==> src/rtl/fp_posit_pkg.sv <==
// Shared types and constants for the FP16 x posit multiplier sequencer.
package fp_posit_pkg;

  typedef enum logic [2:0] {
    ST_IDLE   = 3'd0,
    ST_SET    = 3'd1,
    ST_STREAM = 3'd2,
    ST_WAIT   = 3'd3,
    ST_HOLD   = 3'd4
  } state_t;

  localparam int FP16_EXP_W = 5;
  localparam int FP16_MAN_W = 10;
  localparam int MANT_W     = 14;
  localparam int MIN_PREC   = 2;

  typedef struct packed {
    logic                  sign;
    logic [FP16_EXP_W-1:0] exp;
    logic [MANT_W-1:0]     mant;
  } mul_result_t;

  // Precisions below MIN_PREC or above the multiplier's width are pinned to the nearest legal value.
  function automatic logic [3:0] clamp_prec(input logic [3:0] p, input logic [3:0] max_p);
    if (p < 4'(MIN_PREC)) return 4'(MIN_PREC);
    if (p > max_p) return max_p;
    return p;
  endfunction

endpackage

==> src/rtl/posit_bit_serializer.sv <==
// Holds a posit weight and presents it one bit at a time, MSB-first from bit P-1 down to bit 0.
module posit_bit_serializer #(
  parameter int W = 8
) (
  input  logic         clk,
  input  logic         rst,
  input  logic         load,
  input  logic         shift,
  input  logic [3:0]   prec,
  input  logic [W-1:0] data,
  output logic         ser_bit,
  output logic         ser_last
);

  localparam int IDX_W = (W > 1) ? $clog2(W) : 1;

  logic [W-1:0]     data_q;
  logic [IDX_W-1:0] idx;

  always_ff @(posedge clk or negedge rst) begin
    if (!rst) begin
      data_q <= '0;
      idx    <= '0;
    end else if (load) begin
      data_q <= data;
      idx    <= IDX_W'(prec - 4'd1);
    end else if (shift && (idx != '0)) begin
      idx <= idx - 1'b1;
    end
  end

  assign ser_bit  = data_q[idx];
  assign ser_last = (idx == '0);

endmodule

==> src/rtl/fp_posit_mul_seq.sv <==
// Sequencer for the bit-serial FP16 x posit multiplier: configures precision, streams weight bits,
// captures the result (or gives up after a timeout) and hands it downstream.
module fp_posit_mul_seq
  import fp_posit_pkg::*;
#(
  parameter int ACT_WIDTH    = 16,
  parameter int MAX_PREC     = 8,
  parameter int DONE_TIMEOUT = 4
) (
  input  logic                 clk,
  input  logic                 rst,
  input  logic                 cfg_valid,
  input  logic [3:0]           cfg_precision,
  output logic                 cfg_ready,
  input  logic                 in_valid,
  output logic                 in_ready,
  input  logic [ACT_WIDTH-1:0] in_act,
  input  logic [MAX_PREC-1:0]  in_weight,
  input  logic                 in_last,
  output logic                 mul_set,
  output logic [3:0]           mul_precision,
  output logic                 mul_valid,
  output logic [ACT_WIDTH-1:0] mul_act,
  output logic                 mul_w,
  input  logic                 mul_sign,
  input  logic [4:0]           mul_exp,
  input  logic [13:0]          mul_mant,
  input  logic                 mul_done,
  output logic                 out_valid,
  input  logic                 out_ready,
  output logic                 out_sign,
  output logic [4:0]           out_exp,
  output logic [13:0]          out_mant,
  output logic                 out_last,
  output logic                 out_timeout,
  output logic                 busy
);

  localparam int TMO_W = $clog2(DONE_TIMEOUT + 1);

  state_t               state;
  logic [3:0]           prec_reg;
  logic [ACT_WIDTH-1:0] act_reg;
  logic                 last_reg;
  logic                 cfg_rdy_q;
  logic [TMO_W-1:0]     tmo_cnt;
  mul_result_t          res_q;
  logic                 res_last_q;
  logic                 res_tmo_q;
  logic                 ser_bit;
  logic                 ser_last;
  logic                 cfg_fire;
  logic                 in_fire;
  logic                 out_fire;

  // All three ports use valid/ready: a transfer happens on a rising clk edge where both are high;
  // the source holds its payload stable while valid is high and ready is low.
  assign in_ready  = cfg_rdy_q && (prec_reg != 4'd0) && !cfg_valid;
  assign cfg_fire  = cfg_valid && cfg_rdy_q;
  assign in_fire   = in_valid && in_ready;
  assign out_fire  = (state == ST_HOLD) && out_ready;

  posit_bit_serializer #(.W(MAX_PREC)) u_ser (
    .clk      (clk),
    .rst      (rst),
    .load     (in_fire),
    .shift    (state == ST_STREAM),
    .prec     (prec_reg),
    .data     (in_weight),
    .ser_bit  (ser_bit),
    .ser_last (ser_last)
  );

  always_ff @(posedge clk or negedge rst) begin
    if (!rst) begin
      state      <= ST_IDLE;
      prec_reg   <= 4'd0;
      act_reg    <= '0;
      last_reg   <= 1'b0;
      cfg_rdy_q  <= 1'b0;
      tmo_cnt    <= '0;
      res_q      <= '0;
      res_last_q <= 1'b0;
      res_tmo_q  <= 1'b0;
    end else begin
      case (state)
        ST_IDLE: begin
          if (cfg_fire) begin
            prec_reg  <= clamp_prec(cfg_precision, 4'(MAX_PREC));
            cfg_rdy_q <= 1'b0;
            state     <= ST_SET;
          end else if (in_fire) begin
            act_reg   <= in_act;
            last_reg  <= in_last;
            cfg_rdy_q <= 1'b0;
            state     <= ST_STREAM;
          end else begin
            cfg_rdy_q <= 1'b1;
          end
        end
        ST_SET: begin
          cfg_rdy_q <= 1'b1;
          state     <= ST_IDLE;
        end
        ST_STREAM: begin
          if (ser_last) begin
            tmo_cnt <= '0;
            // A done that lands on the final bit is taken straight away.
            if (mul_done) begin
              res_q      <= '{sign: mul_sign, exp: mul_exp, mant: mul_mant};
              res_last_q <= last_reg;
              res_tmo_q  <= 1'b0;
              state      <= ST_HOLD;
            end else begin
              state <= ST_WAIT;
            end
          end
        end
        ST_WAIT: begin
          if (mul_done || (tmo_cnt == TMO_W'(DONE_TIMEOUT - 1))) begin
            res_q      <= '{sign: mul_sign, exp: mul_exp, mant: mul_mant};
            res_last_q <= last_reg;
            res_tmo_q  <= !mul_done;
            state      <= ST_HOLD;
          end else begin
            tmo_cnt <= tmo_cnt + 1'b1;
          end
        end
        ST_HOLD: begin
          if (out_fire) begin
            cfg_rdy_q <= 1'b1;
            state     <= ST_IDLE;
          end
        end
        default: begin
          cfg_rdy_q <= 1'b0;
          state     <= ST_IDLE;
        end
      endcase
    end
  end

  assign cfg_ready     = cfg_rdy_q;
  assign mul_set       = (state == ST_SET);
  assign mul_precision = prec_reg;
  assign mul_valid     = (state == ST_STREAM);
  assign mul_act       = act_reg;
  assign mul_w         = (state == ST_STREAM) && ser_bit;
  assign out_valid     = (state == ST_HOLD);
  assign out_sign      = res_q.sign;
  assign out_exp       = res_q.exp;
  assign out_mant      = res_q.mant;
  assign out_last      = res_last_q;
  assign out_timeout   = res_tmo_q;
  assign busy          = (state != ST_IDLE);

endmodule

==> config.mk <==
export PLATFORM = sky130hd
export DESIGN_NAME = fp_posit_mul_seq
export DESIGN_NICKNAME = d
export VERILOG_FILES = /design/src/rtl/fp_posit_pkg.sv /design/src/rtl/posit_bit_serializer.sv /design/src/rtl/fp_posit_mul_seq.sv
export SDC_FILE = /design/constraint.sdc
export NUM_CORES = 1
export LEC_CHECK = 0
export CAP_MARGIN = 25
export CORE_AREA = 2 2 83 85
export DETAILED_ROUTE_END_ITERATION = 10
export DIE_AREA = 0 0 85 87
export HOLD_SLACK_MARGIN = 0.03
export PLACE_DENSITY = 0.88
export SYNTH_ARGS = -nofsm -noshare
export SYNTH_HDL_FRONTEND = slang
export SYNTH_SLANG_ARGS = --single-unit
==> constraint.sdc <==
create_clock -name clk -period 3.1 [get_ports clk]
set_input_delay 0.31 -clock clk [delete_from_list [all_inputs] [get_ports clk]]
set_output_delay 0.31 -clock clk [all_outputs]
set_load 0.01 [all_outputs]
==> results.tsv, run 1 <==
stage	metric	value	unit
synth	yosys.cell_types.count	50	
global_routing	globalRouteTotalUtil	0.1677	
worst_setup_path	slowest_stage	nor4_4	
worst_setup_path	critPathCaptureType	flop	
global_routing	grt_overflow	0	
routing	drtPass1Iterations	4	
global_routing	use_met3	0.05592	
die	initial_utilization	0.4211	
timing	post-route-period-util	0.8003	
power	pwr-share-comb	0.455	
cells_and_area	diodes	0	
worst_setup_path	worst-setup-path-type	reg2reg	
synth	synth_most_common_cell	dfrtp_1	
worst_setup_path	r2r_start	mul_precision[1]	
worst_setup_path	max_stage_delay	0.53	ns
timing	slew_viol_final	0	
placement	post-place-ws	0.3718	ns
global_routing	grtUsageMet1	0.2042	
timing	finalWorstSetupSlack	0.6190	ns
placement	dp_hpwl	4.385	mm
routing	wire_per_inst	15.29	um
cells_and_area	largest_reg_flops	16	
synth	yosysTopAreaCellShare	0.5518	
die	rows	30	
timing	clock_skew	0.01078	ns
synth	yosys-top-cells-count	61 x dfrtp_1, 39 x mux2_2, 10 x inv_1, 10 x mux2_4, 5 x nor2_1	
flow_run	maxCapViolations	0	
routing	wl	5.946	mm
cells_and_area	drive_above_1_share	0.2557	
synth	synth_top_area_cell	dfrtp_1	
synth	synth_area_leaders	dfrtp_1 55%, mux2_2 16%, mux2_4 5.4%, buf_6 1.6%, mux4_2 1.6%	
worst_setup_path	cp-startpoint	mul_precision[1]	
global_routing	grt_max_degree	30	
die	core_region_area	6569	um^2
placement	io_buffers	103	
synth	yosysWarnings	0	
timing	rsz0062_at_grt	false	
clock_network	path_clk_slew	0.07	ns
synth	syn-num-nets	252	
timing	final.min_clock_period	2.481	ns
die	die_w	85	um
global_routing	busiest_layer	met2	
routing	drc	0	
clock_network	cts_tree	built	
die	dieArea	7395	um^2
placement	dpl-instance-area	3851	um^2
power	clkPwrFrac	0.181	
global_routing	grt.met2_usage	0.2727	
clock_network	clk_path_buf_depth	2	
clock_network	cts_max_level	3	
timing	tightest_slew	0.6596	ns
synth	ys_seq_elements	61	
synth	syn_inst	194	
synth	avgSynthCellArea	14.26	um^2
timing	setup_viol	0	
clock_network	cts_made_buffers	9	
clock_network	clk-insertion-delay-late	0.33	ns
synth	synth_flop_cell	dfrtp_1	
global_routing	grt_pass1_wl	9.729	mm
worst_setup_path	worst_setup_path_start_kind	flop	
power	p_switching	0.001252	W
routing	drt_iter0_markers	53	
synth	synth_enable_flop_cells	0	
routing	via_per_inst	5.041	
timing	hold_viol_final	0	
global_routing	grt_pass1_vias	2075	
outcome	status	finished, final reports clean	
timing	fmax	403.1	MHz
worst_setup_path	crit_arrival	2.73	ns
power	internal_power	0.002782	W
synth	async_reset_ff_frac	1.000	
clock_network	cts_sinks	61	
power	peakVddDrop	0.4967	mV
timing	finalSetupTns	0	ns
worst_setup_path	crit_chain	nor4_4 > or2_2 > mux2i_1 > ha_1 > inv_1 > or4_1 > a31oi_1	
worst_setup_path	critical_path.max_fanout	7	
die	pin_count	104	
routing	ant_nets	0	
worst_setup_path	worstPathRequired	3.35	ns
global_routing	grt_antenna_before_repair	0	
synth	syn_area	2766	um^2
worst_setup_path	critPathTopFamily	simple AND/OR/NAND/NOR gates	
power	seqPwrFrac	0.364	
power	power	0.004034	W
cells_and_area	stdcell_area	4073	um^2
power	swShare	0.3104	
cells_and_area	syn_to_final_growth	47.22	%
timing	slew_headroom	0.5586	
worst_setup_path	path_buf_inv	1	
power	leakagePower	1.729	nW
synth	synth-seq-area-share	0.5518	
power	powerDensity	990.6	nW/um^2
routing	num_vias	1961	
cells_and_area	num-nets-final	362	
placement	place_congestion	0.7975	
clock_network	clock-root-buffer	clkbuf_8	
die	fp.dieH	87	um
worst_hold_path	min_path_type	in2async	
clock_network	postCtsSetupRepairBufs	0	
## logic make-up (layout without fill, tap and decap cells)
group | count (synthesis) | after routing | synth area share
compound gates | 26 | 26 | 0.06966
flops | 61 | 61 | 0.5518
fa+ha+maj | 3 | 3 | 0.01357
simple gates | 29 | 29 | 0.07419
buf+inv | 19 | 134 | 0.04387
xor+xnor | 1 | 1 | 0.003167
mux | 55 | 55 | 0.2438
## timing repair
action,4_1_cts,5_1_grt
resized for setup,0,0
hold buffers,1,0
endpoints found under the hold margin,20,0
## per-stage QoR
stage,util,hold slack [ns],instances
global placement,0.5832,0.4836,371
CTS,0.6200,0.4705,389
detailed placement,0.5863,0.3002,372
finish,0.6200,0.4956,389
global route,0.6200,0.5118,389
floorplan,-,0.01441,194
## final timing paths
path                           endpoint  slack [ns]  cells past startpoint
max                        u_ser.idx[2]        0.62                      7
min                          mul_act[8]        0.50                      2
max reg2reg                u_ser.idx[2]        0.62                      7
min reg2reg                    out_last        0.50                      1
max in group asynchronous      state[0]        1.84                      4
min in group clk               out_last        0.50                      1
## placed cells by master, fill, tap and decap left out, types with 2 or more instances in the layout
master and count:
dfrtp_1 61, a22o_1 2, inv_1 10, mux2i_1 4, nor3b_1 4, o22ai_1 2
o21a_1 2, nor3_1 2, mux4_2 2, mux2_2 39, ha_1 3, o21ai_0 4
buf_4 3, mux2_4 10, a31oi_1 2, nor2_1 5, clkbuf_8 12, clkdlybuf4s50_1 102
nand2_1 4
## layout make-up
class	count	area (um^2)
Multi-Input combinational cell	114	1119
Clock buffer	13	168.9
Inverter	10	37.54
Timing Repair Buffer	108	1079
Sequential cell	61	1526
Fill cell	515	2496
Tap cell	80	100.1
Clock inverter	3	42.54
## routing by layer
metal  wire [um]  vias up  share of wire
li1            -      929              -
met1        2493      947           0.42
met2        2902       77           0.49
met3         467        8          0.079
met4          83        0          0.014
met5           0        -              0
## power by group through the flow
stage          clock network, W  logic (W)  registers (W)
6_report               0.000731    0.00184        0.00147
5_1_grt                0.000786    0.00197        0.00153
4_1_cts                0.000755    0.00186        0.00148
3_5_place_dp                  0    0.00185        0.00148
3_3_place_gp                  0    0.00181        0.00146
2_1_floorplan                 0   0.000954        0.00153
(Power assumes the default switching activity.)
==> run 2, diff against run 1 <==
--- a/config.mk
+++ b/config.mk
@@ -6,11 +6,11 @@
 export NUM_CORES = 1
 export LEC_CHECK = 0
 export CAP_MARGIN = 25
-export CORE_AREA = 2 2 83 85
+export CORE_AREA = 2 2 87 89
 export DETAILED_ROUTE_END_ITERATION = 10
-export DIE_AREA = 0 0 85 87
+export DIE_AREA = 0 0 89 91
 export HOLD_SLACK_MARGIN = 0.03
-export PLACE_DENSITY = 0.88
+export PLACE_DENSITY = 0.84
 export SYNTH_ARGS = -nofsm -noshare
 export SYNTH_HDL_FRONTEND = slang
 export SYNTH_SLANG_ARGS = --single-unit
==> constraint.sdc (replaced) <==
create_clock -name clk -period 2.2 [get_ports clk]
set_input_delay 0.22 -clock clk [delete_from_list [all_inputs] [get_ports clk]]
set_output_delay 0.22 -clock clk [all_outputs]
set_load 0.01 [all_outputs]
==> results.tsv, run 2 (same netlist as run 1, synthesis figures left out) <==
stage	metric	value	unit	change
worst_hold_path	min_path_type	in2async		
worst_setup_path	r2r_slack	0.09	ns	-0.53 ns
placement	post-place-ws	-0.05744	ns	-0.4293 ns
routing	num_vias	2024		+3.2%
clock_network	cts_made_buffers	9		unchanged
cells_and_area	syn_to_final_growth	51.92	%	
placement	place_congestion	0.7983		+0.10%
die	die_w	89	um	+4.7%
outcome	status	finished, final reports clean		
timing	worst_hold_slack	0.4444	ns	-0.05121 ns
clock_network	cts_max_level	3		unchanged
die	rows	31		+3.3%
power	peakVddDrop	0.6846	mV	+38%
worst_setup_path	ff2ff_path_depth	8		+1
cells_and_area	largest_reg_flops	16		unchanged
timing	post-route-period-util	0.9676		
worst_setup_path	max_stage_delay	0.54	ns	about the same
clock_network	path_clk_slew	0.07	ns	about the same
timing	tightest_slew	0.6250	ns	-0.03460 ns
cells_and_area	diodes	0		unchanged
placement	io_buffers	103		unchanged
worst_setup_path	critical_path.max_fanout	11		+4
worst_setup_path	slowest_stage	clkdlybuf4s50_1		
die	core_region_area	7137	um^2	+8.6%
flow_run	maxCapViolations	0		unchanged
clock_network	clk-insertion-delay-late	0.33	ns	about the same
clock_network	clock-root-buffer	clkbuf_8		
cells_and_area	drive_above_1_share	0.2997		+0.04402
timing	slew_viol_final	0		unchanged
timing	setup_viol	0		unchanged
cells_and_area	fillers	591		+15%
cells_and_area	ff_latch_area	1533	um^2	+0.41%
routing	wire_per_inst	15.43	um	+0.93%
placement	dp_hpwl	4.619	mm	+5.3%
power	leakagePower	1.783	nW	+3.1%
worst_setup_path	crit_arrival	1.91	ns	-0.82 ns
die	dieArea	8099	um^2	+9.5%
die	pin_count	104		unchanged
timing	rsz0062_at_grt	true		
timing	fmax	469.8	MHz	
cells_and_area	fin_cells	416		+6.9%
worst_setup_path	worstPathRequired	1.98	ns	-1.37 ns
worst_setup_path	worstReg2RegEnd	u_ser.idx[2]		
worst_setup_path	crit_chain	or3b_4 > inv_1 > clkdlybuf4s50_1		
routing	drt_iter0_markers	86		+62%
routing	drc	0		unchanged
timing	clock_skew	0.008684	ns	-0.002093 ns
global_routing	grt_overflow	0		unchanged
worst_setup_path	worst_setup_path_start_kind	flop		
worst_setup_path	critPathCaptureType	output port		
clock_network	clk_path_buf_depth	2		unchanged
global_routing	grt_pass1_wl	10.72	mm	+10%
routing	ant_nets	0		unchanged
cells_and_area	final_util	0.5889		-0.03112
worst_setup_path	worst-setup-path-type	reg2out		
die	fp.dieH	91	um	+4.6%
routing	wl	6.418	mm	+7.9%
timing	slew_headroom	0.5833		+0.02469
routing	drtPass1Iterations	4		unchanged
clock_network	cts_tree	built		
cells_and_area	multi_input_area	1126	um^2	+0.67%
cells_and_area	final_cell_mix	101 x clkdlybuf4s50_1, 56 x dfrtp_1, 39 x mux2_2		
global_routing	globalRouteTotalUtil	0.1727		+0.004956
timing	final.min_clock_period	2.129	ns	
timing	hold_viol_final	0		unchanged
clock_network	cts_sinks	61		unchanged
die	initial_utilization	0.3876		-0.03352
cells_and_area	final_common_cell	clkdlybuf4s50_1		
power	powerDensity	1401	nW/um^2	+41%
global_routing	grt_antenna_before_repair	0		unchanged
timing	finalWorstSetupSlack	0.07137	ns	-0.5477 ns
cells_and_area	num-nets-final	371		+2.5%
routing	via_per_inst	4.865		-3.5%
global_routing	grt_pass1_vias	2154		+3.8%
global_routing	grt_max_degree	39		+30%
placement	place_inst	395		+6.2%
worst_setup_path	r2r_start	cfg_ready		
-- run 2: cell types whose count changed in the layout (fill, tap and decap cells not counted), moves of 2 or more --
cell and change:
buf_4 +7, dfrtp_1 -5, dfrtp_2 +5, buf_12 +2, clkbuf_8 -2, clkinv_2 +2
-- run 2: where the power goes --
| part | internal [W] | switching (W) | total, W |
|---|---|---|---|
| registers | 0.00168 | 0.000396 | 0.00207 |
| clock network | 0.000657 | 0.000421 | 0.00108 |
| logic | 0.00172 | 0.00102 | 0.00274 |
| total | 0.00406 | 0.00183 | 0.00589 |
-- run 2: what timing repair did --
item                                    in CTS  in global routing
endpoints found under the setup margin       2                  2
setup buffers                                2                  3
hold buffers                                 1                  0
pin swaps                                    0                  1
hold endpoints to repair                    23                  0
cloned                                       0                  0
gates resized for setup                      6                  0
-- run 2: worst max-delay path by stage --
stage / end / startpoint / slack, ns
after floorplan: u_ser.idx[2] / mul_precision[2] / 0.02
after global placement: u_ser.idx[2] / cfg_valid / 0.05
after detailed placement: u_ser.idx[2] / cfg_valid / -0.06
after CTS: mul_valid / state[0] / 0.06
after global routing: u_ser.idx[2] / mul_precision[2] / -0.006
final: mul_valid / state[2] / 0.07
-- run 2: per-stage QoR --
step                      total power [W]   TNS [ns]  instance area [um^2]
after floorplan                  0.003512          0                  2773
after detailed placement         0.004784   -0.05744                  3936
after CTS                        0.005934          0                  4180
after global placement           0.004690          0                  3936
final                            0.005889          0                  4203
after global routing             0.006286  -0.009329                  4203
-- run 2: layout make-up --
type                            instances  share of cell area
Tap cell                               99             0.02947
Inverter                               10            0.008931
Timing Repair Buffer                  117              0.2784
Clock inverter                          5             0.01786
Clock buffer                           10             0.03275
Multi-Input combinational cell        114              0.2679
Sequential cell                        61              0.3647
-- run 2: per-layer routing --
layer,share of wire,GRT usage,vias to the layer above
li1,-,-,944
met3,0.068,0.05909,9
met2,0.51,0.2774,77
met5,0,0,-
met4,0.016,0.05721,0
met1,0.40,0.2162,994
-- run 2: critical path, delay by kind of cell (launching register included) --
family	cells	cell delay [ns]
buffers and inverters	2	0.65
flip-flops	1	0.48
AND/OR/NAND/NOR	1	0.46
==> run 3, diff against run 2 <==
--- a/config.mk
+++ b/config.mk
@@ -6,11 +6,11 @@
 export NUM_CORES = 1
 export LEC_CHECK = 0
 export CAP_MARGIN = 25
-export CORE_AREA = 2 2 87 89
+export CORE_AREA = 2 2 83 85
 export DETAILED_ROUTE_END_ITERATION = 10
-export DIE_AREA = 0 0 89 91
-export HOLD_SLACK_MARGIN = 0.03
-export PLACE_DENSITY = 0.84
+export DIE_AREA = 0 0 85 87
+export HOLD_SLACK_MARGIN = 0.05
+export PLACE_DENSITY = 0.88
 export SYNTH_ARGS = -nofsm -noshare
 export SYNTH_HDL_FRONTEND = slang
 export SYNTH_SLANG_ARGS = --single-unit
==> constraint.sdc (replaced) <==
create_clock -name clk -period 2.4 [get_ports clk]
set_input_delay 0.24 -clock clk [delete_from_list [all_inputs] [get_ports clk]]
set_output_delay 0.24 -clock clk [all_outputs]
set_load 0.01 [all_outputs]
==> results.tsv, run 3 (same netlist as run 1, synthesis figures left out) <==
stage	metric	value	unit	change
outcome	status	finished, final reports clean		
global_routing	grt.met2_usage	0.2848		+0.007438
power	clkPwrFrac	0.183		about the same
clock_network	clock-root-buffer	clkbuf_8		
cells_and_area	syn_to_final_growth	48.89	%	
timing	setup_viol	0		unchanged
routing	num_vias	1966		-2.9%
worst_setup_path	r2r_slack	0.25	ns	+0.16 ns
cells_and_area	num-nets-final	366		-1.3%
timing	tightest_slew	0.6762	ns	+0.05120 ns
timing	finalSetupTns	0	ns	unchanged
timing	rsz0062_at_grt	false		
clock_network	postCtsSetupRepairBufs	0		-2
timing	fmax	440.7	MHz	
power	powerDensity	1288	nW/um^2	-8.1%
cells_and_area	ff_latch_area	1528	um^2	-0.33%
cells_and_area	diodes	0		unchanged
worst_setup_path	worst_setup_path_start_kind	flop		
routing	wl	6.099	mm	-5.0%
cells_and_area	final_cell_mix	102 x clkdlybuf4s50_1, 60 x dfrtp_1, 39 x mux2_2		
routing	ant_nets	0		unchanged
worst_setup_path	ff2ff_path_depth	7		-1
worst_setup_path	worst-setup-path-type	reg2out		
cells_and_area	multi_input_area	1121	um^2	-0.44%
routing	wire_per_inst	15.52	um	+0.59%
timing	finalWorstSetupSlack	0.1307	ns	+0.05932 ns
worst_setup_path	worstReg2RegEnd	u_ser.idx[2]		
clock_network	path_clk_slew	0.07	ns	about the same
timing	post-route-period-util	0.9455		
power	internal_power	0.003645	W	-10%
cells_and_area	fillers	538		-9.0%
global_routing	use_met3	0.07488		+0.01579
worst_setup_path	r2r_start	mul_precision[1]		
timing	worst_hold_slack	0.4877	ns	+0.04326 ns
clock_network	cts_sinks	61		unchanged
timing	clock_skew	0.006840	ns	-0.001843 ns
routing	via_per_inst	5.003		+2.8%
cells_and_area	largest_reg_flops	16		unchanged
flow_run	maxCapViolations	0		unchanged
global_routing	grt_pass1_vias	2138		-0.74%
timing	final.min_clock_period	2.269	ns	
power	swShare	0.3130		+0.001893
placement	post-place-ws	0.01641	ns	+0.07385 ns
global_routing	grt_antenna_before_repair	0		unchanged
power	leakagePower	1.751	nW	-1.8%
clock_network	cts_tree	built		
power	pwr-share-comb	0.461		-0.004
cells_and_area	fin_cells	393		-5.5%
worst_setup_path	endpoint	mul_w		
worst_setup_path	critical_path.max_fanout	10		-1
die	dieArea	7395	um^2	-8.7%
global_routing	grt_max_degree	34		-13%
worst_setup_path	worstPathRequired	2.16	ns	+0.18 ns
die	initial_utilization	0.4211		+0.03352
global_routing	busiest_layer	met2		
power	peakVddDrop	0.6557	mV	-4.2%
global_routing	grt_overflow	0		unchanged
timing	slew_viol_final	0		unchanged
cells_and_area	drive_above_1_share	0.2716		-0.02812
routing	drc	0		unchanged
global_routing	globalRouteTotalUtil	0.1771		+0.004431
die	fp.dieH	87	um	-4.4%
power	p_switching	0.001661	W	-9.4%
worst_hold_path	min_path_type	in2async		
routing	drtPass1Iterations	4		unchanged
die	die_w	85	um	-4.5%
worst_setup_path	crit_arrival	2.03	ns	+0.12 ns
die	pin_count	104		unchanged
clock_network	clk_path_buf_depth	2		unchanged
placement	place_congestion	0.7955		-0.35%
clock_network	clk-insertion-delay-late	0.34	ns	about the same
placement	io_buffers	103		unchanged
worst_setup_path	cp-startpoint	state[1]		
die	rows	30		-3.2%
cells_and_area	final_common_cell	clkdlybuf4s50_1		
clock_network	cts_max_level	3		unchanged
global_routing	grt_pass1_wl	10.07	mm	-6.0%
die	core_region_area	6569	um^2	-8.0%
power	seqPwrFrac	0.356		+0.004
clock_network	cts_made_buffers	9		unchanged
global_routing	grtUsageMet1	0.2115		-0.004725
timing	hold_viol_final	0		unchanged
timing	slew_headroom	0.5492		-0.03413
placement	place_inst	376		-4.8%
worst_setup_path	critPathCaptureType	output port		
routing	drt_iter0_markers	94		+9.3%
placement	dp_hpwl	4.406	mm	-4.6%
## run 3: changes by cell type in the layout (fill, tap and decap cells not counted), sizes merged
cell           before  now
clkdlybuf4s50     101  102
dlygate4sd2         1    0
clkbuf             10   13
buf                14    9
clkinv              3    1
clkinvlp            0    1
bufinv              2    1
## run 3: metrics by stage
step,utilization,total power [W],cell area [um^2]
4_1_cts,0.6265,0.005357,4115
3_3_place_gp,0.5928,0.004267,3894
6_report,0.6270,0.005306,4119
2_1_floorplan,-,0.003212,2766
3_5_place_dp,0.5928,0.004362,3894
5_1_grt,0.6270,0.005650,4119
## run 3: worst min path at each step
stage / start / endpoint / slack [ns] / cells after the start
floorplan: rst / cfg_ready / -0.06 / 0
global placement: rst / mul_act[9] / 0.31 / 1
detailed placement: rst / mul_act[9] / 0.32 / 1
CTS: rst / mul_act[9] / 0.49 / 2
global route: in_act[5] / mul_act[5] / 0.49 / 2
finish: rst / mul_act[9] / 0.49 / 2
## run 3: per-layer routing
layer	routed length [um]	share of wire
met3	573	0.094
met5	0	0
met1	2472	0.41
met4	92	0.015
met2	2961	0.49
## run 3: final cells by class
type                            count  share of cell area
Sequential cell                    61              0.3709
Inverter                           10            0.009113
Multi-Input combinational cell    114              0.2722
Tap cell                           80             0.02430
Timing Repair Buffer              112              0.2722
Clock buffer                       13             0.04101
Clock inverter                      3             0.01033
## run 3: power groups by stage
stage	registers [W]	logic, W	clock network (W)
global route	0.00197	0.00264	0.00105
finish	0.00189	0.00245	0.000970
CTS	0.00189	0.00247	0.00100
detailed placement	0.00191	0.00246	0
floorplan	0.00198	0.00123	0
global placement	0.00187	0.00240	0
## run 3: repair_timing
| item | in CTS | in global routing |
|---|---|---|
| hold buffers | 1 | 0 |
| gates resized for setup | 0 | 2 |
| endpoints found under the hold margin | 28 | 0 |
| setup endpoints to repair | 0 | 1 |
## run 3: worst max-delay path, stage by stage (launching register included)
cell             delay (ns)
dfrtp_1                0.50
or3b_4                 0.48
nor2_1                 0.16
clkdlybuf4s50_1        0.56
